==> src/rtl/alu_exec_seq.sv <==
// Multi-cycle integer execute unit: one-cycle logic/arith/compare, iterative shifts.
// Optional ALU_SHIFT4_EN: shift up to 4 bit positions per SHIFT cycle.
module alu_exec_seq #(
   parameter int XLEN = 32
) (
   input  logic            clk,
   input  logic            rst_n,
   input  logic            in_valid,
   output logic            in_ready,
   input  logic [3:0]      alu_sel,
   input  logic [XLEN-1:0] a,
   input  logic [XLEN-1:0] b,
   output logic            out_valid,
   input  logic            out_ready,
   output logic [XLEN-1:0] result,
   output logic            zero,
   output logic            illegal
);

   localparam int SW = $clog2(XLEN);

   localparam logic [1:0] IDLE  = 2'd0;
   localparam logic [1:0] SHIFT = 2'd1;
   localparam logic [1:0] DONE  = 2'd2;

   localparam logic [3:0] OP_AND  = 4'b0000;
   localparam logic [3:0] OP_OR   = 4'b0001;
   localparam logic [3:0] OP_ADD  = 4'b0010;
   localparam logic [3:0] OP_XOR  = 4'b0011;
   localparam logic [3:0] OP_SRL  = 4'b0100;
   localparam logic [3:0] OP_SUB  = 4'b0110;
   localparam logic [3:0] OP_SRA  = 4'b0111;
   localparam logic [3:0] OP_SLL  = 4'b1000;
   localparam logic [3:0] OP_SLT  = 4'b1101;
   localparam logic [3:0] OP_SLTU = 4'b1111;

   logic [1:0]      state;
   logic [XLEN-1:0] work;
   logic [SW-1:0]   cnt;
   logic [3:0]      op;

   logic [SW-1:0]   shamt;
   logic [SW-1:0]   step;
   logic [XLEN-1:0] comb_res;
   logic [XLEN-1:0] shf_res;
   logic            comb_ill;
   logic            is_shift;
   logic            accept;

   assign in_ready = (state == IDLE);
   assign accept   = in_valid & in_ready;
   assign shamt    = b[SW-1:0];
   assign is_shift = (alu_sel == OP_SRL) |
                     (alu_sel == OP_SRA) |
                     (alu_sel == OP_SLL);

   always_comb begin
      comb_res = '0;
      comb_ill = 1'b0;
      case (alu_sel)
         OP_AND:  comb_res = a & b;
         OP_OR:   comb_res = a | b;
         OP_ADD:  comb_res = a + b;
         OP_XOR:  comb_res = a ^ b;
         OP_SUB:  comb_res = a - b;
         OP_SLT:  comb_res = {{(XLEN-1){1'b0}},
                              ($signed(a) < $signed(b))};
         OP_SLTU: comb_res = {{(XLEN-1){1'b0}}, (a < b)};
         // zero-amount shifts bypass the iterative path
         OP_SRL,
         OP_SRA,
         OP_SLL:  comb_res = a;
         default: comb_ill = 1'b1;
      endcase
   end

`ifdef ALU_SHIFT4_EN
   assign step = (cnt >= SW'(4)) ? SW'(4) : cnt;
`else
   assign step = SW'(1);
`endif

   // work[XLEN-1] always equals captured a[XLEN-1] for SRA
   always_comb begin
      shf_res = work >> step;
      case (op)
         OP_SLL:  shf_res = work << step;
         OP_SRA:  shf_res = $signed(work) >>> step;
         default: shf_res = work >> step;
      endcase
   end

   always_ff @(posedge clk or negedge rst_n) begin
      if (!rst_n) begin
         state     <= IDLE;
         work      <= '0;
         cnt       <= '0;
         op        <= '0;
         result    <= '0;
         zero      <= 1'b0;
         illegal   <= 1'b0;
         out_valid <= 1'b0;
      end else begin
         case (state)
            IDLE: begin
               if (accept) begin
                  op <= alu_sel;
                  if (is_shift && (shamt != '0)) begin
                     work  <= a;
                     cnt   <= shamt;
                     state <= SHIFT;
                  end else begin
                     result    <= comb_res;
                     zero      <= (comb_res == '0);
                     illegal   <= comb_ill;
                     out_valid <= 1'b1;
                     state     <= DONE;
                  end
               end
            end
            SHIFT: begin
               work <= shf_res;
               cnt  <= cnt - step;
               if (cnt == step) begin
                  result    <= shf_res;
                  zero      <= (shf_res == '0);
                  illegal   <= 1'b0;
                  out_valid <= 1'b1;
                  state     <= DONE;
               end
            end
            DONE: begin
               if (out_ready) begin
                  out_valid <= 1'b0;
                  state     <= IDLE;
               end
            end
            default: state <= IDLE;
         endcase
      end
   end

endmodule
==> config.mk <==
export PLATFORM = sky130hd
export DESIGN_NAME = alu_exec_seq
export DESIGN_NICKNAME = d
export VERILOG_FILES = /design/src/rtl/alu_exec_seq.sv
export SDC_FILE = /design/constraint.sdc
export NUM_CORES = 1
export LEC_CHECK = 0
export BUFFER_PORTS_ARGS = -buffer_cell sky130_fd_sc_hd__buf_4
export CAP_MARGIN = 20
export CORE_ASPECT_RATIO = 1.75
export CORE_MARGIN = 2
export CORE_UTILIZATION = 45
export DETAILED_ROUTE_END_ITERATION = 12
export GPL_TIMING_DRIVEN = 1
export HOLD_SLACK_MARGIN = 0.08
export PLACE_DENSITY_LB_ADDON = 0.15
export SLEW_MARGIN = 20
export SYNTH_ARGS = -nofsm -noshare
export SYNTH_HDL_FRONTEND = slang
export SYNTH_SLANG_ARGS = --single-unit
==> constraint.sdc <==
create_clock -name clk -period 3 [get_ports clk]
set_input_delay 0.15 -clock clk [delete_from_list [all_inputs] [get_ports clk]]
set_output_delay 0.15 -clock clk [all_outputs]
set_load 0.1 [all_outputs]
==> flow_metrics.py <==
metrics = {
    "routing": {
        "viasPerCell": 6.00,
        "route.final.wire_length_microns": 45400,
        "ant_nets": 0,
        "dr.first_iter.drc_count": 1203,
        "drtPass1Iterations": 8,
        "via_count": 12806,
        "wl_per_cell_microns": 21.3,
        "drc": 0,
    },
    "logic_synthesis": {
        "synth-seq-cells": 78,
        "syn_nets": 1571,
        "postSynthCellCount": 1396,
        "postSynth.topFlopCell": "sky130_fd_sc_hd__dfrtp_1",
        "synth-seq-area-share": 0.198,
        "synth_warnings": 0,
        "synthesis.area_sq_mm": 0.00986,
        "synth_async_sr_flop_share": 1.00,
        "synth_edf_count": 0,
        "ys_types": 97,
        "syn_avg_cell_area_sq_um": 7.06,
    },
    "setup_path": {
        "crit_path_start_kind": "primary input",
        "worstSetupPathType": "in -> reg",
        "crit_path_end_kind": "flop",
        "critical_path_peak_fanout": 4,
        "worst_ep_required_time_ps": 3240,
        "cp_data_arrival_time_ps": 3680,
    },
    "floorplanning": {
        "die_x_microns": 116,
        "initial_utilization": 0.459,
        "floorplan.rows": 71,
        "boundaryPins": 108,
        "floorplan.die_area_sq_mm": 0.0232,
        "fp.dieH_microns": 200,
        "fp.coreArea_sq_mm": 0.0215,
    },
    "clock_network": {
        "clkLatencyLatePin_ps": 340,
        "clkSlewWorstSetupHoldPaths_ps": 60,
        "clock-sinks": 78,
        "ctsRootBufferMaster": "sky130_fd_sc_hd__clkbuf_16",
        "cts_tree": "done",
        "cts_max_path_buffers": 2,
        "number_of_buffers_created_by_cts": 9,
        "cts_h_tree_lvls": 3,
    },
    "outcome": {
        "failed_checks": "negative setup slack",
        "run_status": "finished with violations",
    },
    "sta": {
        "worst_slew_margin_rel": 0.310,
        "report.final.setup_viol": 4,
        "tightest_slew_ps": 1030,
        "hold-worst-slack_ps": 191,
        "worst_clock_skew_ps": 7.08,
        "achievable-frequency_mhz": 291,
        "fin_crit_sh": 1.15,
        "drv_slew": 0,
        "final_hold_viol_count": 0,
        "grt_setup_unrepaired": "true",
        "post-route-min-period_ps": 3440,
        "final_critical_path_setup_slack_ps": -439,
    },
    "placed_design": {
        "finalWeightedCongestion": 1.01,
        "count_of_port_buffers_added_during_placement": 107,
        "detailed_placer_s_ending_hpwl_microns": 36500,
    },
    "pwr": {
        "comb_power_share": 0.639,
        "internal_power_mw": 4.28,
        "sw_pwr_mw": 4.90,
        "leakagePower_nw": 6.95,
        "sw_frac_of_total": 0.534,
        "power_mw": 9.17,
        "pwr_density_cell_mw_per_mm2": 621,
        "share_seq_of_total_power": 0.225,
        "ir_drop_mv": 0.445,
        "clock_power_share": 0.136,
    },
    "min_path": {
        "timing.hold.worst.class": "in -> reg",
    },
    "finish": {
        "fillCellCount": 1914,
        "finalNetCount": 2010,
        "final_layout_size_suffix_gt1_frac": 0.353,
        "flow.area_growth_from_synthesis_pct": 50.0,
    },
    "global_route": {
        "globalRouteTotalUtil": 0.389,
        "antenna_found_initial": 1,
        "grt_max_degree": 79,
        "grt_pass1_vias": 12577,
        "grt_first_pass_wirelength_microns": 68700,
        "gr-total-overflow": 0,
    },
    "run": {
        "max_cap_violations": 0,
    },
}
final cells by class:
class                           count  area, sq um  area share
Antenna cell                        1         2.50    0.000169
Tap cell                          292          365      0.0247
Sequential cell                    78         1950       0.132
Clock buffer                       10          229      0.0155
Inverter                          100          388      0.0262
Timing Repair Buffer              514         4030       0.272
Clock inverter                      6          110     0.00745
Multi-Input combinational cell   1132         7710       0.522
layout by cell type (no fill, tap or decap), types with 13 or more instances in the layout:
master	count
sky130_fd_sc_hd__a31oi_1	14
sky130_fd_sc_hd__nand3_1	40
sky130_fd_sc_hd__o21ai_0	151
sky130_fd_sc_hd__ha_1	91
sky130_fd_sc_hd__nor4_1	14
sky130_fd_sc_hd__nand4_1	13
sky130_fd_sc_hd__nor2_1	120
sky130_fd_sc_hd__inv_1	92
sky130_fd_sc_hd__nor3_1	30
sky130_fd_sc_hd__a21o_1	14
sky130_fd_sc_hd__buf_6	19
sky130_fd_sc_hd__a21oi_1	121
sky130_fd_sc_hd__buf_4	485
sky130_fd_sc_hd__nand2b_1	19
sky130_fd_sc_hd__dfrtp_1	78
sky130_fd_sc_hd__nand2_1	174
critical path: stages:
cell                        delay [ps]
sky130_fd_sc_hd__buf_12            120
sky130_fd_sc_hd__inv_8              50
sky130_fd_sc_hd__ha_4              130
sky130_fd_sc_hd__inv_2              40
sky130_fd_sc_hd__fa_2              330
sky130_fd_sc_hd__nor2b_4           130
sky130_fd_sc_hd__o21a_1            200
sky130_fd_sc_hd__o31a_4            310
sky130_fd_sc_hd__o311ai_4          280
sky130_fd_sc_hd__buf_6             170
sky130_fd_sc_hd__a2111oi_4          80
sky130_fd_sc_hd__buf_4             150
sky130_fd_sc_hd__buf_4             130
sky130_fd_sc_hd__a221o_1           310
sky130_fd_sc_hd__o21ai_2           150
sky130_fd_sc_hd__nand4bb_1         130
sky130_fd_sc_hd__or4_1             590
sky130_fd_sc_hd__o31ai_2           240
flip-flops by register name (all words and copies together), names as in the netlist:
signal     cells
cnt            5
illegal        1
op             4
out_valid      1
result        32
state          2
work          32
zero           1
path summary, 6_finish.rpt:
path / startpoint / to / slack, ps / cells after the start
setup reg to reg: cnt[1]$_DFFE_PN0P_ / zero$_DFFE_PN0P_ / 90 / 13
hold / removal: a[29] / work[29]$_DFFE_PN0P_ / 190 / 3
min in group asynchronous: rst_n / cnt[3]$_DFFE_PN0P_ / 500 / 2
max in group asynchronous: rst_n / work[26]$_DFFE_PN0P_ / 1830 / 2
setup / recovery: a[0] / zero$_DFFE_PN0P_ / -440 / 18
hold reg to reg: result[11]$_DFFE_PN0P_ / result[11]$_DFFE_PN0P_ / 470 / 2
power by group through the flow:
stage                     combinational, mW  clock [mW]  sequential (mW)
after CTS                              5.71        1.25             2.03
after floorplan                        2.07           0             3.49
final                                  5.86        1.25             2.07
after global placement                 5.49           0             2.01
after global routing                   6.24        1.30             2.11
after detailed placement               5.57           0             2.04
stage by stage:
stage / utilization / cell area [sq um] / setup slack [ps] / instances / setup TNS [ps]
after floorplan: - / 9900 / -223 / 1396 / -223
after global placement: 0.636 / 13700 / -1050 / 2090 / -8680
after detailed placement: 0.636 / 13700 / -1100 / 2090 / -9290
after CTS: 0.674 / 14500 / -326 / 2127 / -724
after global routing: 0.688 / 14800 / -631 / 2132 / -1940
final: 0.688 / 14800 / -439 / 2133 / -1030
cell families after synthesis:
logic type	share of synthesized area
multiplexers	0.0162
AND/OR/NAND/NOR	0.245
XOR/XNOR	0.00355
buffers and inverters	0.0741
adder cells (fa/ha/maj)	0.132
AO/OA/AOI/OAI	0.330
flip-flops	0.198
Yosys cell counts, types with 14 or more instances:
master	count	share of area
sky130_fd_sc_hd__a31oi_1	18	0.011
sky130_fd_sc_hd__clkbuf_1	66	0.025
sky130_fd_sc_hd__nor2_1	126	0.048
sky130_fd_sc_hd__o31ai_1	17	0.013
sky130_fd_sc_hd__o21ai_0	163	0.083
sky130_fd_sc_hd__inv_1	97	0.037
sky130_fd_sc_hd__nor3_1	34	0.017
sky130_fd_sc_hd__a21oi_1	132	0.067
sky130_fd_sc_hd__dfrtp_1	78	0.20
sky130_fd_sc_hd__a21o_1	16	0.012
sky130_fd_sc_hd__nand2b_1	19	0.012
sky130_fd_sc_hd__buf_2	14	0.0071
sky130_fd_sc_hd__nand2_1	176	0.067
sky130_fd_sc_hd__ha_1	101	0.13
sky130_fd_sc_hd__nor4_1	17	0.011
sky130_fd_sc_hd__nand3_1	41	0.021
what timing repair did:
| action | in CTS | in global routing |
|---|---|---|
| gates resized for setup | 76 | 55 |
| pin swaps | 16 | 17 |
| hold buffers | 2 | 0 |
| buffers inserted | 20 | 7 |
| setup endpoints to repair | 11 | 17 |
| endpoints found under the hold margin | 79 | 0 |
| cloned | 0 | 0 |
layer usage:
| layer | up-vias | GRT usage | share of wire |
|---|---|---|---|
| li1 | 5917 | - | - |
| met1 | 5997 | 0.424 | 0.36 |
| met2 | 667 | 0.700 | 0.50 |
| met3 | 225 | 0.0429 | 0.058 |
| met4 | 0 | 0.255 | 0.082 |
| met5 | - | 0 | 0 |
(Power assumes the default switching activity.)
